<file path="src/rtl/imem_loader.sv">
// imem_loader: boot-time writer for the instruction memory.
//   Takes a byte stream framed as {len_hi, len_lo, N big-endian 32-bit words,
//   checksum}. Each assembled word goes out on the memory write port. The CPU
//   is held in clear until a load finishes with a good checksum.
// Ports:
//   clk, clr_n          clock (rising edge), asynchronous active-low reset
//   start               one-cycle pulse; begins a load from IDLE/DONE/ERROR
//   rx_valid/rx_data    byte stream in; a transfer needs rx_valid & rx_ready
//   rx_ready            loader accepts a byte this cycle
//   im_we/im_addr/im_din  word write port (im_we 4'b1111 for one cycle)
//   cpu_clr             CPU clear, low only after a good load
//   busy/done/err       status; err_code 01 len overflow, 10 cksum, 11 timeout
//   word_cnt            words written in the current load
// Optional: define IMEM_LOADER_TIMEOUT_EN to abort after TIMEOUT_CYC cycles
// with no accepted byte.
module imem_loader #(
    parameter int ADDR_W      = 13,
    parameter int MAX_WORDS   = 8192,
    parameter int TIMEOUT_CYC = 1000000
) (
    input  logic              clk,
    input  logic              clr_n,
    input  logic              start,
    input  logic              rx_valid,
    input  logic [7:0]        rx_data,
    output logic              rx_ready,
    output logic [3:0]        im_we,
    output logic [ADDR_W-1:0] im_addr,
    output logic [31:0]       im_din,
    output logic              cpu_clr,
    output logic              busy,
    output logic              done,
    output logic              err,
    output logic [1:0]        err_code,
    output logic [ADDR_W:0]   word_cnt
);

    // Parameter sanity: address wrap is ruled out only if the word limit fits.
    if (MAX_WORDS > (1 << ADDR_W) || TIMEOUT_CYC < 1) begin : g_bad_param
        $error("imem_loader: illegal parameters");
    end

    typedef enum logic [2:0] {
        IDLE, LEN_HI, LEN_LO, DATA, CKSUM, DONE, ERROR
    } state_t;

    state_t            state_q, state_d;
    logic [15:0]       len_q, len_d;
    logic [1:0]        bidx_q, bidx_d;
    logic [23:0]       wbuf_q, wbuf_d;      // first three bytes of the word
    logic [7:0]        sum_q, sum_d;
    logic [3:0]        im_we_q, im_we_d;
    logic [ADDR_W-1:0] im_addr_q, im_addr_d;
    logic [31:0]       im_din_q, im_din_d;
    logic [ADDR_W:0]   word_cnt_q, word_cnt_d;
    logic [1:0]        err_code_q, err_code_d;
    logic              rx_ready_q, rx_ready_d;
    logic              done_q, done_d;
    logic              err_q, err_d;
    logic              cpu_clr_q, cpu_clr_d;

    logic              accept;
    logic [7:0]        sum_nxt;
    logic [15:0]       len_nxt;

`ifdef IMEM_LOADER_TIMEOUT_EN
    localparam int TMO_W = $clog2(TIMEOUT_CYC + 1);
    logic [TMO_W-1:0] tmo_q, tmo_d;
`endif

    always_comb begin
        state_d    = state_q;
        len_d      = len_q;
        bidx_d     = bidx_q;
        wbuf_d     = wbuf_q;
        sum_d      = sum_q;
        im_we_d    = 4'b0000;
        im_addr_d  = im_addr_q;
        im_din_d   = im_din_q;
        word_cnt_d = word_cnt_q;
        err_code_d = err_code_q;
`ifdef IMEM_LOADER_TIMEOUT_EN
        tmo_d      = tmo_q;
`endif
        // rx_ready_q is high exactly in the receiving states
        accept  = rx_valid & rx_ready_q;
        sum_nxt = sum_q + rx_data;
        len_nxt = {len_q[15:8], rx_data};

        case (state_q)
            LEN_HI: if (accept) begin
                len_d[15:8] = rx_data;
                sum_d       = sum_nxt;
                state_d     = LEN_LO;
            end
            LEN_LO: if (accept) begin
                len_d = len_nxt;
                sum_d = sum_nxt;
                if (32'(len_nxt) > MAX_WORDS) begin
                    state_d    = ERROR;
                    err_code_d = 2'b01;
                end else if (len_nxt == 16'd0) begin
                    state_d = CKSUM;
                end else begin
                    state_d = DATA;
                end
            end
            DATA: if (accept) begin
                sum_d  = sum_nxt;
                bidx_d = bidx_q + 2'd1;
                if (bidx_q == 2'd3) begin
                    im_we_d    = 4'b1111;
                    im_addr_d  = word_cnt_q[ADDR_W-1:0];
                    im_din_d   = {wbuf_q, rx_data};
                    word_cnt_d = word_cnt_q + 1'b1;
                    if (32'(word_cnt_q) + 32'd1 == 32'(len_q))
                        state_d = CKSUM;
                end else begin
                    wbuf_d = {wbuf_q[15:0], rx_data};
                end
            end
            CKSUM: if (accept) begin
                sum_d = sum_nxt;
                if (sum_nxt == 8'h00) begin
                    state_d = DONE;
                end else begin
                    state_d    = ERROR;
                    err_code_d = 2'b10;
                end
            end
            default: ;   // IDLE, DONE, ERROR: only start matters
        endcase

`ifdef IMEM_LOADER_TIMEOUT_EN
        if (rx_ready_q) begin
            if (accept) begin
                tmo_d = '0;
            end else if (tmo_q == TMO_W'(TIMEOUT_CYC - 1)) begin
                state_d    = ERROR;
                err_code_d = 2'b11;
                tmo_d      = '0;
            end else begin
                tmo_d = tmo_q + 1'b1;
            end
        end
`endif

        // start is honoured only when no load is in flight
        if (start && (state_q == IDLE || state_q == DONE || state_q == ERROR)) begin
            state_d    = LEN_HI;
            len_d      = '0;
            bidx_d     = '0;
            sum_d      = '0;
            word_cnt_d = '0;
            err_code_d = 2'b00;
`ifdef IMEM_LOADER_TIMEOUT_EN
            tmo_d      = '0;
`endif
        end

        // Status flags are registered from the next state.
        rx_ready_d = (state_d == LEN_HI) || (state_d == LEN_LO) ||
                     (state_d == DATA)   || (state_d == CKSUM);
        done_d     = (state_d == DONE);
        err_d      = (state_d == ERROR);
        cpu_clr_d  = (state_d != DONE);
    end

    always_ff @(posedge clk or negedge clr_n) begin
        if (!clr_n) begin
            state_q    <= IDLE;
            len_q      <= '0;
            bidx_q     <= '0;
            wbuf_q     <= '0;
            sum_q      <= '0;
            im_we_q    <= '0;
            im_addr_q  <= '0;
            im_din_q   <= '0;
            word_cnt_q <= '0;
            err_code_q <= '0;
            rx_ready_q <= 1'b0;
            done_q     <= 1'b0;
            err_q      <= 1'b0;
            cpu_clr_q  <= 1'b1;
`ifdef IMEM_LOADER_TIMEOUT_EN
            tmo_q      <= '0;
`endif
        end else begin
            state_q    <= state_d;
            len_q      <= len_d;
            bidx_q     <= bidx_d;
            wbuf_q     <= wbuf_d;
            sum_q      <= sum_d;
            im_we_q    <= im_we_d;
            im_addr_q  <= im_addr_d;
            im_din_q   <= im_din_d;
            word_cnt_q <= word_cnt_d;
            err_code_q <= err_code_d;
            rx_ready_q <= rx_ready_d;
            done_q     <= done_d;
            err_q      <= err_d;
            cpu_clr_q  <= cpu_clr_d;
`ifdef IMEM_LOADER_TIMEOUT_EN
            tmo_q      <= tmo_d;
`endif
        end
    end

    assign rx_ready = rx_ready_q;
    assign busy     = rx_ready_q;   // busy and rx_ready share the same states
    assign im_we    = im_we_q;
    assign im_addr  = im_addr_q;
    assign im_din   = im_din_q;
    assign cpu_clr  = cpu_clr_q;
    assign done     = done_q;
    assign err      = err_q;
    assign err_code = err_code_q;
    assign word_cnt = word_cnt_q;

endmodule

</file>
<file path="config.mk">
export PLATFORM = sky130hd
export DESIGN_NAME = imem_loader
export DESIGN_NICKNAME = d
export VERILOG_FILES = /design/src/rtl/imem_loader.sv
export SDC_FILE = /design/constraint.sdc
export NUM_CORES = 1
export LEC_CHECK = 0
export CORE_ASPECT_RATIO = 1.2
export CORE_MARGIN = 3
export CORE_UTILIZATION = 50
export CTS_CLUSTER_SIZE = 10
export DETAILED_ROUTE_END_ITERATION = 10
export PLACE_DENSITY = 0.8
export SLEW_MARGIN = 20
export SYNTH_ARGS = -nofsm -noshare
export SYNTH_HDL_FRONTEND = slang
export SYNTH_SLANG_ARGS = --single-unit
</file>
<file path="constraint.sdc">
create_clock -name clk -period 2.7 [get_ports clk]
set_clock_uncertainty 0.15 [all_clocks]
set_input_delay 0.675 -clock clk [delete_from_list [all_inputs] [get_ports clk]]
set_output_delay 0.675 -clock clk [all_outputs]
set_load 0.005 [all_outputs]
</file>
==> results.cfg <==
[status]
outcome = finished, violations left
violations = setup timing

[sta]
slew_headroom_pct = 57.3
worst_pin_slew_ps = 632
fmax_ghz = 0.353
layout_setup_ws_ps = -129
maxSlewViolCount = 0
period_needed_ps = 2830
final-setup-viol-count = 5
rsz0062_at_grt = yes
hold_viol = 0
min_period_over_period_pct = 105

[cells_and_area]
final_cell_mix = nand2_1 (173), dfrtp_1 (118), clkdlybuf4s50_1 (73)
filler_cell_count = 813
syn2layout_area_growth_pct = 36.3
nets = 750
drive_gt1_share_pct = 23.8
antenna_cells = 0
multi_input_area_um2 = 2890
stdcell_count = 895
final_common_cell = nand2_1
stdcell_area_um2 = 8000
final-seq-area_um2 = 2980

[worst_setup_path]
cp_max_fo = 5
slowest_stage = dfrtp_1
end_kind = flip-flop
critPathTopFamily = simple AND/OR/NAND/NOR gates
arrival_ps = 3030
path_cells = ha_4, xor2_2, nor4b_2, buf_4, nand4_1, nor4_2, buf_4, nand4_4, o21ai_1, nor3b_2
crit_required_ps = 2900
path_buf_inv = 2
slowest_delay_ps = 410
worstSetupPathType = flip-flop to flip-flop
start_kind = flip-flop
crit_path_frequent_cell = buf_4

[synthesis]
async_reset_ff_share_pct = 100
synthCells = 598
synth_cell_types = 68
ys_warn_count = 0
synth-edff-count = 0
ys_seq_area_share_pct = 50.7
ys.flop_type = dfrtp_1
syn_nets = 620
postSynthAreaPerCell_um2 = 9.82
syn_area_um2 = 5870
ys_ff_latch = 119

[cts]
cts_tree = yes
path_clk_slew_ps = 60
cts-root-buf = clkbuf_16
cts_sinks = 119
htree_levels = 4
cts_buffers = 17
clock_latency_ps = 420
cts_buffer_depth = 2

[global_route]
overflow = 0
grt_use_met1_pct = 28.9
gr-usage-met2_pct = 42.1
grt.total_usage_pct = 24.3
grt_pass1_vias = 5047
grt_max_degree = 57
use_met3_pct = 4.46
antenna_found_initial = 0
grt_busiest_layer = met2
grt_pass1_wl_um = 25400

[routing]
drt_iter0_drc = 313
via_per_inst = 5.56
wire_per_inst_um = 17.3
antenna_left = 0
drtPass1Iterations = 6
via_count = 4980
totalWireLength_um = 15500
drc_errors = 0

[placement]
placed_cells = 855
dpl.hpwl_um = 10500
gp_congestion = 0.907
dpl_cell_area_um2 = 7230
port-buffer-count = 81

[die]
dieArea_um2 = 13100
top_level_ports = 82
coreArea_um2 = 11200
dieWidth_um = 105
die_h_um = 125
start_util_pct = 52.2
rows = 42

[power]
power_density_nw_per_um2 = 881
ir_drop_mv = 0.571
leakagePower_nw = 3.77
finalPower_mw = 7.05

[job]
cap_violations = 0

[hold_path]
hp-class = flip-flop to flip-flop
-- final timing paths --
path,startpoint,endpoint,slack (ps),cells after the start
setup reg to reg,word_cnt[1],err,-130,10
hold / removal,im_addr[3],im_addr[3],320,2
setup / recovery,word_cnt[1],err,-130,10
max in group asynchronous,clr_n,im_addr[0],1250,3
hold reg to reg,im_addr[3],im_addr[3],320,2
min in group asynchronous,clr_n,state_q[1],520,2
-- worst register-to-register path, delay by kind of cell, from the launching register on --
| family | cells | cell delay, ps |
|---|---|---|
| simple gates | 5 | 1050 |
| buf+inv | 2 | 330 |
| flops | 1 | 410 |
| xor+xnor | 1 | 150 |
| compound gates | 1 | 410 |
| fa+ha+maj | 1 | 260 |
-- area by class of cell --
type | count | share of cell area, %
sequential | 119 | 37.2
clock buffer | 20 | 5.71
tap | 154 | 2.41
clock inverter | 12 | 1.49
inverter | 6 | 0.281
timing repair buffer | 146 | 16.7
multi-input combinational | 438 | 36.2
-- logic make-up (layout without fill, tap and decap cells) --
family	count (synthesis)	in the layout	synth area share, %
AND/OR/NAND/NOR	294	294	23.2
flip-flops	119	119	50.7
AO/OA/AOI/OAI	64	64	7.52
multiplexers	44	44	8.03
buffers and inverters	41	184	4.16
XOR/XNOR	26	26	4.13
adder cells (fa/ha/maj)	10	10	2.26
-- state kept, by name, summed over array words and instances (netlist names), 2 cells and up --
signal and cells:
word_cnt 14, sum_q 8, im_addr 13, wbuf_q 24, err_code 2, len_q 16, im_din 32, bidx_q 2
state_q 3
-- report_power, final --
part / internal [mW] / switching (mW)
Sequential: 2.19 / 0.402
Clock: 1.33 / 0.852
Combinational: 1.19 / 1.09
Total: 4.70 / 2.35
-- cells in the mapped netlist, drive strengths merged, types with 2 or more instances --
| library cell | count | area share [%] |
|---|---|---|
| a211o | 3 | 0.45 |
| nand2 | 176 | 11 |
| o32ai | 2 | 0.30 |
| nor3b | 5 | 0.81 |
| nand3b | 2 | 0.26 |
| nor4 | 4 | 0.43 |
| nor2b | 7 | 0.75 |
| and4 | 2 | 0.36 |
| o31ai | 4 | 0.51 |
| nand4b | 2 | 0.30 |
| o311ai | 4 | 0.72 |
| buf | 15 | 1.9 |
| and2 | 7 | 0.79 |
| nand3 | 9 | 0.77 |
| inv | 6 | 0.38 |
| xnor2 | 15 | 2.2 |
| a21oi | 9 | 0.77 |
| mux2 | 25 | 4.8 |
| o2bb2ai | 2 | 0.30 |
| dfrtp | 118 | 50 |
| mux2i | 19 | 3.2 |
| or2 | 2 | 0.21 |
| nor2 | 39 | 2.5 |
| and3 | 14 | 1.6 |
| or3 | 2 | 0.21 |
| nand4 | 8 | 0.96 |
| clkbuf | 19 | 1.7 |
| or4 | 2 | 0.28 |
| o22ai | 6 | 0.64 |
| nor3 | 5 | 0.43 |
| ha | 9 | 1.9 |
| o21ai | 20 | 1.7 |
| a221oi | 2 | 0.30 |
| o41ai | 2 | 0.30 |
| nor4b | 2 | 0.30 |
| o21a | 2 | 0.26 |
| xor2 | 10 | 1.5 |
| nand2b | 3 | 0.45 |
-- through the flow --
step / util, % / setup slack [ps] / hold WS [ps] / TNS, ps
finish: 71.2 / -129 / 320 / -550
floorplan: - / -174 / 229 / -690
detailed placement: 64.3 / -958 / 311 / -11370
global placement: 64.3 / -883 / 300 / -8000
CTS: 70.4 / -184 / 325 / -793
global route: 71.2 / -253 / 354 / -1200
-- routing by layer --
layer / vias to the layer above / share of wire [%]
met4: 0 / 3.5
li1: 2295 / -
met1: 2452 / 40
met3: 49 / 4.4
met2: 184 / 52
met5: - / 0
-- what timing repair did --
item                                   in CTS  in global routing
hold buffers                                1                  0
setup endpoints to repair                   9                  8
pin swaps                                  11                 15
buffers inserted                            3                  4
resized for setup                          23                 15
endpoints found under the hold margin      15                  0
No activity file was read; power rests on OpenSTA's default activity.
